## src/rtl/fnv_hash_arbiter.sv

```systemverilog
//-----------------------------------------------------------------------------
// fnv_hash_arbiter
//
// Two byte-stream requesters share a single FNV-1a 32-bit hash engine. A
// requester owns the engine for a whole message (first byte through the byte
// flagged last). Ownership alternates round-robin between messages. The
// finished digest is offered on a valid/ready port tagged with the owner ID.
//
// Optional feature macro: FNV_ARB_TIMEOUT_EN
//   When defined, an idle-cycle counter aborts a message whose owner stops
//   sending for TIMEOUT_CYCLES cycles. The partial hash is reported with
//   digest_err=1. When undefined, ABSORB waits indefinitely.
//
// Ports:
//   clk, reset             - clock, synchronous active-high reset
//   reqN_valid/data/last   - requester N byte stream (N = 0, 1)
//   reqN_ready             - requester N byte accepted when valid & ready
//   digest_valid/ready     - digest handshake
//   digest, digest_id      - FNV-1a result and the requester that produced it
//   digest_err             - message truncated (MAX_LEN reached or timeout)
//   busy                   - engine is not in IDLE
//-----------------------------------------------------------------------------
module fnv_hash_arbiter #(
  parameter logic [31:0] OFFSET_BASIS   = 32'h811C9DC5,
  parameter logic [31:0] PRIME          = 32'h01000193,
  parameter int unsigned MAX_LEN        = 64,
  parameter int unsigned TIMEOUT_CYCLES = 255
) (
  input  logic        clk,
  input  logic        reset,
  input  logic        req0_valid,
  input  logic [7:0]  req0_data,
  input  logic        req0_last,
  output logic        req0_ready,
  input  logic        req1_valid,
  input  logic [7:0]  req1_data,
  input  logic        req1_last,
  output logic        req1_ready,
  output logic        digest_valid,
  output logic [31:0] digest,
  output logic        digest_id,
  output logic        digest_err,
  input  logic        digest_ready,
  output logic        busy
);

  localparam logic [1:0] ST_IDLE   = 2'd0;
  localparam logic [1:0] ST_ABSORB = 2'd1;
  localparam logic [1:0] ST_DONE   = 2'd2;

  localparam logic [15:0] MAX_LEN_C = MAX_LEN[15:0];

  // Elaboration-time parameter range checks.
  if ((MAX_LEN < 1) || (MAX_LEN > 65535)) begin : g_bad_max_len
    $error("fnv_hash_arbiter: MAX_LEN must be in 1..65535");
  end
  if (TIMEOUT_CYCLES < 1) begin : g_bad_timeout
    $error("fnv_hash_arbiter: TIMEOUT_CYCLES must be at least 1");
  end

  // One FNV-1a byte step; the product is truncated to 32 bits.
  function automatic logic [31:0] fnv_step(input logic [31:0] h, input logic [7:0] b);
    logic [31:0] mixed;
    mixed = h ^ {24'h000000, b};
    return mixed * PRIME;
  endfunction

  logic [1:0]  state_r, state_s;
  logic        owner_r, owner_s;
  logic        rr_ptr_r, rr_ptr_s;
  logic [31:0] hash_r, hash_s;
  logic [15:0] count_r, count_s;
  logic        req0_ready_r, req0_ready_s;
  logic        req1_ready_r, req1_ready_s;
  logic        digest_valid_r, digest_valid_s;
  logic [31:0] digest_r, digest_s;
  logic        digest_id_r, digest_id_s;
  logic        digest_err_r, digest_err_s;
  logic        busy_r, busy_s;

  logic        own_valid_s;
  logic [7:0]  own_data_s;
  logic        own_last_s;
  logic        own_ready_s;
  logic        accept_s;
  logic [15:0] count_inc_s;
  logic [31:0] hash_step_s;

`ifdef FNV_ARB_TIMEOUT_EN
  logic [31:0] timer_r, timer_s;
`endif

  // Owner stream selection and byte-accept detection.
  always_comb begin
    if (owner_r) begin
      own_valid_s = req1_valid;
      own_data_s  = req1_data;
      own_last_s  = req1_last;
      own_ready_s = req1_ready_r;
    end else begin
      own_valid_s = req0_valid;
      own_data_s  = req0_data;
      own_last_s  = req0_last;
      own_ready_s = req0_ready_r;
    end
    accept_s    = own_valid_s & own_ready_s;
    count_inc_s = count_r + 16'd1;
    hash_step_s = fnv_step(hash_r, own_data_s);
  end

  // Next-state, datapath and next-output computation.
  always_comb begin
    state_s        = state_r;
    owner_s        = owner_r;
    rr_ptr_s       = rr_ptr_r;
    hash_s         = hash_r;
    count_s        = count_r;
    digest_valid_s = digest_valid_r;
    digest_s       = digest_r;
    digest_id_s    = digest_id_r;
    digest_err_s   = digest_err_r;
`ifdef FNV_ARB_TIMEOUT_EN
    timer_s        = timer_r;
`endif

    case (state_r)
      ST_IDLE: begin
        if (req0_valid | req1_valid) begin
          state_s = ST_ABSORB;
          // Contention is settled by the round-robin pointer.
          if (req0_valid & req1_valid) begin
            owner_s = rr_ptr_r;
          end else begin
            owner_s = req1_valid;
          end
          hash_s  = OFFSET_BASIS;
          count_s = 16'd0;
`ifdef FNV_ARB_TIMEOUT_EN
          timer_s = 32'd0;
`endif
        end else begin
          state_s = ST_IDLE;
        end
      end

      ST_ABSORB: begin
        if (accept_s) begin
          hash_s  = hash_step_s;
          count_s = count_inc_s;
`ifdef FNV_ARB_TIMEOUT_EN
          timer_s = 32'd0;
`endif
          if (own_last_s) begin
            state_s        = ST_DONE;
            digest_valid_s = 1'b1;
            digest_s       = hash_step_s;
            digest_id_s    = owner_r;
            digest_err_s   = 1'b0;
          end else if (count_inc_s == MAX_LEN_C) begin
            // Truncated: the rest of the stream becomes a new message.
            state_s        = ST_DONE;
            digest_valid_s = 1'b1;
            digest_s       = hash_step_s;
            digest_id_s    = owner_r;
            digest_err_s   = 1'b1;
          end else begin
            state_s = ST_ABSORB;
          end
        end else begin
`ifdef FNV_ARB_TIMEOUT_EN
          if ((timer_r + 32'd1) >= TIMEOUT_CYCLES) begin
            state_s        = ST_DONE;
            digest_valid_s = 1'b1;
            digest_s       = hash_r;
            digest_id_s    = owner_r;
            digest_err_s   = 1'b1;
            timer_s        = 32'd0;
          end else begin
            timer_s = timer_r + 32'd1;
          end
`else
          state_s = ST_ABSORB;
`endif
        end
      end

      ST_DONE: begin
        if (digest_ready) begin
          state_s        = ST_IDLE;
          rr_ptr_s       = ~owner_r;
          digest_valid_s = 1'b0;
          digest_s       = 32'd0;
          digest_id_s    = 1'b0;
          digest_err_s   = 1'b0;
        end else begin
          state_s = ST_DONE;
        end
      end

      default: begin
        state_s        = ST_IDLE;
        hash_s         = OFFSET_BASIS;
        count_s        = 16'd0;
        digest_valid_s = 1'b0;
        digest_s       = 32'd0;
        digest_id_s    = 1'b0;
        digest_err_s   = 1'b0;
      end
    endcase

    // Ready is registered from the next state, giving a 1-cycle grant latency.
    req0_ready_s = (state_s == ST_ABSORB) && (owner_s == 1'b0);
    req1_ready_s = (state_s == ST_ABSORB) && (owner_s == 1'b1);
    busy_s       = (state_s != ST_IDLE);
  end

  // State and output registers with synchronous reset.
  always_ff @(posedge clk) begin
    if (reset) begin
      state_r        <= ST_IDLE;
      owner_r        <= 1'b0;
      rr_ptr_r       <= 1'b0;
      hash_r         <= OFFSET_BASIS;
      count_r        <= 16'd0;
      req0_ready_r   <= 1'b0;
      req1_ready_r   <= 1'b0;
      digest_valid_r <= 1'b0;
      digest_r       <= 32'd0;
      digest_id_r    <= 1'b0;
      digest_err_r   <= 1'b0;
      busy_r         <= 1'b0;
    end else begin
      state_r        <= state_s;
      owner_r        <= owner_s;
      rr_ptr_r       <= rr_ptr_s;
      hash_r         <= hash_s;
      count_r        <= count_s;
      req0_ready_r   <= req0_ready_s;
      req1_ready_r   <= req1_ready_s;
      digest_valid_r <= digest_valid_s;
      digest_r       <= digest_s;
      digest_id_r    <= digest_id_s;
      digest_err_r   <= digest_err_s;
      busy_r         <= busy_s;
    end
  end

`ifdef FNV_ARB_TIMEOUT_EN
  // Idle-cycle counter for the stalled-owner timeout.
  always_ff @(posedge clk) begin
    if (reset) begin
      timer_r <= 32'd0;
    end else begin
      timer_r <= timer_s;
    end
  end
`endif

  assign req0_ready   = req0_ready_r;
  assign req1_ready   = req1_ready_r;
  assign digest_valid = digest_valid_r;
  assign digest       = digest_r;
  assign digest_id    = digest_id_r;
  assign digest_err   = digest_err_r;
  assign busy         = busy_r;

endmodule

```

## config.mk

```make
export PLATFORM = sky130hd
export DESIGN_NAME = fnv_hash_arbiter
export DESIGN_NICKNAME = d
export VERILOG_FILES = /design/src/rtl/fnv_hash_arbiter.sv
export SDC_FILE = /design/constraint.sdc
export NUM_CORES = 1
export LEC_CHECK = 0
export BUFFER_PORTS_ARGS = -buffer_cell sky130_fd_sc_hd__buf_2
export CAP_MARGIN = 20
export CELL_PAD_IN_SITES_DETAIL_PLACEMENT = 1
export CELL_PAD_IN_SITES_GLOBAL_PLACEMENT = 2
export CORE_UTILIZATION = 36
export CTS_BUF_LIST = sky130_fd_sc_hd__clkbuf_4
export CTS_CLUSTER_SIZE = 20
export DETAILED_ROUTE_END_ITERATION = 6
export PLACE_DENSITY_LB_ADDON = 0.05
export SYNTH_ARGS = -nofsm -noshare
export SYNTH_HDL_FRONTEND = slang
export SYNTH_SLANG_ARGS = --single-unit
```

## constraint.sdc

```tcl
create_clock -name clk -period 6.9 [get_ports clk]
set_clock_uncertainty 0.15 [all_clocks]
set_input_delay 1.38 -clock clk [delete_from_list [all_inputs] [get_ports clk]]
set_output_delay 1.38 -clock clk [all_outputs]
set_load 0.01 [all_outputs]
```

==> report_table.html <==
<table>
<tr><th>Metric</th><th>Value</th></tr>
<tr><th colspan="2">Run status</th></tr>
<tr><td>Result of the run</td><td>finished, final reports clean</td></tr>
<tr><th colspan="2">Clock tree</th></tr>
<tr><td>Number of resized instances in the post-cts repair step</td><td>1</td></tr>
<tr><td>Clock tree from TritonCTS</td><td>done</td></tr>
<tr><td>Number of post-CTS setup repair buffers</td><td>0</td></tr>
<tr><td>Clock latency of the later-clocked register in the worst-skew pair</td><td>between 0.5 and 0.6 ns</td></tr>
<tr><td>Cts-stage hold buffer count</td><td>0</td></tr>
<tr><td>Clock tree root driver cell</td><td>sky130_fd_sc_hd__clkbuf_4</td></tr>
<tr><td>Maximum root-to-sink buffer count</td><td>2</td></tr>
<tr><td>Number of buffers added by the clock tree synthesis step</td><td>9</td></tr>
<tr><td>Number of H-tree levels</td><td>3</td></tr>
<tr><td>Clock net sink count</td><td>90</td></tr>
<tr><td>Clock transition at the registers of the reported paths</td><td>between 0.15 and 0.2 ns</td></tr>
<tr><th colspan="2">Worst hold path</th></tr>
<tr><td>Path category of the worst min-delay check</td><td>reg2reg</td></tr>
<tr><th colspan="2">Global routing</th></tr>
<tr><td>Global route overflow</td><td>0</td></tr>
<tr><td>Met3 Track Usage GR</td><td>0.01985</td></tr>
<tr><td>Busiest metal layer after global routing</td><td>met2</td></tr>
<tr><td>Largest net degree at the start of global routing</td><td>59</td></tr>
<tr><td>Global-route track usage on met1</td><td>0.3161</td></tr>
<tr><td>GRT Overall Usage</td><td>0.2291</td></tr>
<tr><td>Via count of the first global-routing pass</td><td>8784</td></tr>
<tr><td>Met2 usage in global routing</td><td>0.3835</td></tr>
<tr><td>Antenna violations before repair</td><td>1</td></tr>
<tr><td>First-pass GRT wire length</td><td>49050 µm</td></tr>
<tr><th colspan="2">Routing</th></tr>
<tr><td>Via count of the routed design</td><td>a little over 8000</td></tr>
<tr><td>Wire length per cell after detailed routing</td><td>19.21 µm</td></tr>
<tr><td>Initial DRT Pass Iterations</td><td>4</td></tr>
<tr><td>Routed WL</td><td>about 31000 µm</td></tr>
<tr><td>Final antenna-violating net count</td><td>0</td></tr>
<tr><td>Starting DRC count in detailed routing</td><td>roughly 330</td></tr>
<tr><td>DR vias/cell</td><td>slightly above 5</td></tr>
<tr><td>Number of design rule violations left after detail routing</td><td>0</td></tr>
<tr><th colspan="2">Logic synthesis</th></tr>
<tr><td>Yosys warning total</td><td>0</td></tr>
<tr><td>Distinct cells, synth</td><td>between 60 and 70</td></tr>
<tr><td>Share of synthesized area occupied by flip-flops and latches</td><td>0.1831</td></tr>
<tr><td>Number of synthesized register bits</td><td>90</td></tr>
<tr><td>Post-synthesis cell count</td><td>~1200</td></tr>
<tr><td>Ys async rst share</td><td>0</td></tr>
<tr><td>Post-synthesis instance area</td><td>slightly below 0.01 mm²</td></tr>
<tr><td>Avg Synthesized Cell Area</td><td>8.491 µm²</td></tr>
<tr><td>Flip-flop cell with the highest count after synthesis</td><td>sky130_fd_sc_hd__dfxtp_1</td></tr>
<tr><td>Number of nets produced by synthesis</td><td>1443</td></tr>
<tr><td>Number of enable-type register cells in the synthesized netlist</td><td>0</td></tr>
<tr><th colspan="2">Floorplanning</th></tr>
<tr><td>Die height</td><td>167.3 µm</td></tr>
<tr><td>Die X-Extent</td><td>167.3 µm</td></tr>
<tr><td>Area of the die</td><td>0.02800 mm²</td></tr>
<tr><td>Io pins</td><td>61</td></tr>
<tr><td>Number of cell rows</td><td>60</td></tr>
<tr><td>Area of the core region</td><td>0.02688 mm²</td></tr>
<tr><td>Starting Density</td><td>0.3662</td></tr>
<tr><th colspan="2">Timing</th></tr>
<tr><td>Tightest slew margin relative to the limit</td><td>0.2632</td></tr>
<tr><td>Tightest hold margin</td><td>roughly 0.31 ns</td></tr>
<tr><td>Total count of hold-check failures in the final report</td><td>0</td></tr>
<tr><td>Slew at the pin with the worst max-slew slack</td><td>1.103 ns</td></tr>
<tr><td>Final min period</td><td>6.681 ns</td></tr>
<tr><td>Setup Viol. Count Final</td><td>0</td></tr>
<tr><td>Maximum clock frequency</td><td>149.7 MHz</td></tr>
<tr><td>Number of slew-limit violations in the final report</td><td>0</td></tr>
<tr><td>Final cycle utilization of the critical path</td><td>0.9682</td></tr>
<tr><th colspan="2">Setup path</th></tr>
<tr><td>Most frequent cell on the critical path</td><td>sky130_fd_sc_hd__ha_1</td></tr>
<tr><td>Critical Path RT</td><td>7.12 ns</td></tr>
<tr><td>Buffering stage count on the worst path with inverters included</td><td>5</td></tr>
<tr><td>CP peak stage delay</td><td>around 0.53 ns</td></tr>
<tr><td>Critical-path cell with the highest stage delay</td><td>sky130_fd_sc_hd__fa_1</td></tr>
<tr><td>Startpoint-to-endpoint class of the critical path</td><td>in2reg</td></tr>
<tr><td>Crit-path cells</td><td>buf_2 &gt; mux2i_1 &gt; buf_4 &gt; xnor2_1 &gt; ha_1 &gt; ha_1 &gt; fa_1 &gt; ha_1 &gt; fa_1 &gt; ha_1 &gt; inv_1 &gt; fa_1 &gt; inv_1 &gt; ha_1 &gt; nand4_1 &gt; nor2_1 &gt; nor2_2 &gt; buf_4 &gt; a31o_2 &gt; a211o_1 &gt; a211oi_1 &gt; or3_1 &gt; a21oi_1</td></tr>
<tr><td>Endpoint type of the worst setup path</td><td>flop</td></tr>
<tr><td>Worst Path Arrival</td><td>6.90 ns</td></tr>
<tr><td>Largest fanout on the critical path</td><td>6</td></tr>
<tr><td>Cell family with the largest share of critical-path delay</td><td>adder cells</td></tr>
<tr><td>CP Launch Type</td><td>primary input</td></tr>
<tr><th colspan="2">Cells and area</th></tr>
<tr><td>Layout Cell Area excl Fill</td><td>0.01106 mm²</td></tr>
<tr><td>Share of layout cells above drive strength 1</td><td>0.1355</td></tr>
<tr><td>Area overhead of the layout relative to synthesis</td><td>12.41%</td></tr>
<tr><td>Final nets</td><td>1534</td></tr>
<tr><td>Post-route non-filler standard cell count</td><td>1598</td></tr>
<tr><td>Filler cell count</td><td>3224</td></tr>
<tr><th colspan="2">Place</th></tr>
<tr><td>Routability cong.</td><td>just over 0.8</td></tr>
<tr><td>Post-DP Area</td><td>0.01085 mm²</td></tr>
<tr><td>HPWL after DPL</td><td>24070 µm</td></tr>
<tr><td>Buffers on Ports</td><td>60</td></tr>
<tr><td>Total instance count after detailed placement</td><td>1580</td></tr>
<tr><th colspan="2">Flow run</th></tr>
<tr><td>Max-capacitance violation count</td><td>0</td></tr>
</table>
-- sequential cells by signal (all words and copies together) (netlist names) --
| register | cells |
|---|---|
| busy | 1 |
| count_r | 16 |
| digest | 32 |
| digest_err | 1 |
| digest_id | 1 |
| digest_valid | 1 |
| hash_r | 32 |
| owner_r | 1 |
| req0_ready | 1 |
| req1_ready | 1 |
| rr_ptr_r | 1 |
| state_r | 2 |
-- metal layers --
layer / wire length (µm) / part of all wire
met1: 15020 / 0.49
met2: 14170 / 0.46
met3: 938 / 0.031
met4: 573 / 0.019
met5: 0 / 0
-- Yosys cell counts, types with 15 or more instances --
cell | n | share of area
sky130_fd_sc_hd__o21ai_0 | 34 | 0.017
sky130_fd_sc_hd__nor3_1 | 21 | 0.011
sky130_fd_sc_hd__nand2_1 | 100 | 0.038
sky130_fd_sc_hd__a21oi_1 | 83 | 0.042
sky130_fd_sc_hd__nand4_1 | 15 | 0.0095
sky130_fd_sc_hd__xnor2_1 | 38 | 0.034
sky130_fd_sc_hd__inv_1 | 212 | 0.081
sky130_fd_sc_hd__dfxtp_1 | 90 | 0.18
sky130_fd_sc_hd__fa_1 | 74 | 0.15
sky130_fd_sc_hd__ha_1 | 187 | 0.24
sky130_fd_sc_hd__clkbuf_1 | 28 | 0.011
sky130_fd_sc_hd__nor2_1 | 69 | 0.026
sky130_fd_sc_hd__nand3_1 | 39 | 0.020
-- cells in the final DEF (no fill, tap or decap), types with 5 or more instances in the layout --
master                     netlist  final
sky130_fd_sc_hd__nand2_1       100    100
sky130_fd_sc_hd__xnor2_1        38     36
sky130_fd_sc_hd__xor2_1          6      6
sky130_fd_sc_hd__nor2_1         69     68
sky130_fd_sc_hd__or3_1           8      8
sky130_fd_sc_hd__fa_1           74     74
sky130_fd_sc_hd__o21a_1          9      9
sky130_fd_sc_hd__a21oi_1        83     82
sky130_fd_sc_hd__a31oi_1         8      8
sky130_fd_sc_hd__a211oi_1        7      7
sky130_fd_sc_hd__and3_1          7      7
sky130_fd_sc_hd__inv_1         212    212
sky130_fd_sc_hd__a21o_1         10     10
sky130_fd_sc_hd__dfxtp_1        90     90
sky130_fd_sc_hd__ha_1          187    187
sky130_fd_sc_hd__buf_2           7     60
sky130_fd_sc_hd__mux2i_1        10     10
sky130_fd_sc_hd__o21ai_0        34     33
sky130_fd_sc_hd__a22oi_1         5      5
sky130_fd_sc_hd__nand4_1        15     15
sky130_fd_sc_hd__buf_4           1     67
sky130_fd_sc_hd__nand3_1        39     39
sky130_fd_sc_hd__clkbuf_4        0     10
sky130_fd_sc_hd__nor3_1         21     21
sky130_fd_sc_hd__o22ai_1         7      6
-- through the flow --
step | setup slack (ns) | TNS, ns | utilization
floorplan | 0.1137 | 0 | -
global placement | -0.4830 | -8.974 | 0.4037
detailed placement | -0.5567 | -10.58 | 0.4037
CTS | 0.07878 | 0 | 0.4106
global route | -0.01743 | -0.01743 | 0.4116
finish | 0.2191 | 0 | 0.4116
-- logic make-up (layout without fill, tap and decap cells) --
family / Yosys count / after routing / synth area share
adder cells (fa/ha/maj): 261 / 261 / 0.3883
other: 0 / 2 / 0
XOR/XNOR: 44 / 44 / 0.03916
AO/OA/AOI/OAI: 206 / 206 / 0.1312
multiplexers: 12 / 12 / 0.01246
AND/OR/NAND/NOR: 287 / 287 / 0.1411
buffers and inverters: 259 / 355 / 0.1046
flip-flops: 90 / 90 / 0.1831
-- cell type report --
| type | instances | area [µm²] | area share |
|---|---|---|---|
| antenna | 2 | 5.005 | 0.0004524 |
| clock buffer | 10 | 75.07 | 0.006787 |
| clock inverter | 6 | 101.3 | 0.009162 |
| inverter | 212 | 795.8 | 0.07194 |
| multi-input combinational | 810 | 7053 | 0.6376 |
| sequential | 90 | 1802 | 0.1629 |
| tap | 341 | 426.7 | 0.03857 |
| timing repair buffer | 127 | 803.3 | 0.07262 |
-- worst min-delay path, delay by kind of cell, from the launching register on --
kind,cells,cell delay [ns]
AOI/OAI and AO/OA,1,0.05
DFF,1,0.34
and+or+nand+nor,1,0.05
-- final timing paths --
| path | startpoint | end | slack (ns) | cells past startpoint |
|---|---|---|---|---|
| setup / recovery | req1_data[3] | digest[19] | 0.22 | 23 |
| hold / removal | digest[25] | digest[25] | 0.31 | 2 |
| setup reg to reg | owner_r | digest[19] | 0.39 | 22 |
| hold reg to reg | digest[25] | digest[25] | 0.31 | 2 |
Power is left out: the tool's default activity adds up to more than one toggle a clock period on the data nets, which glitch-free logic cannot reach.
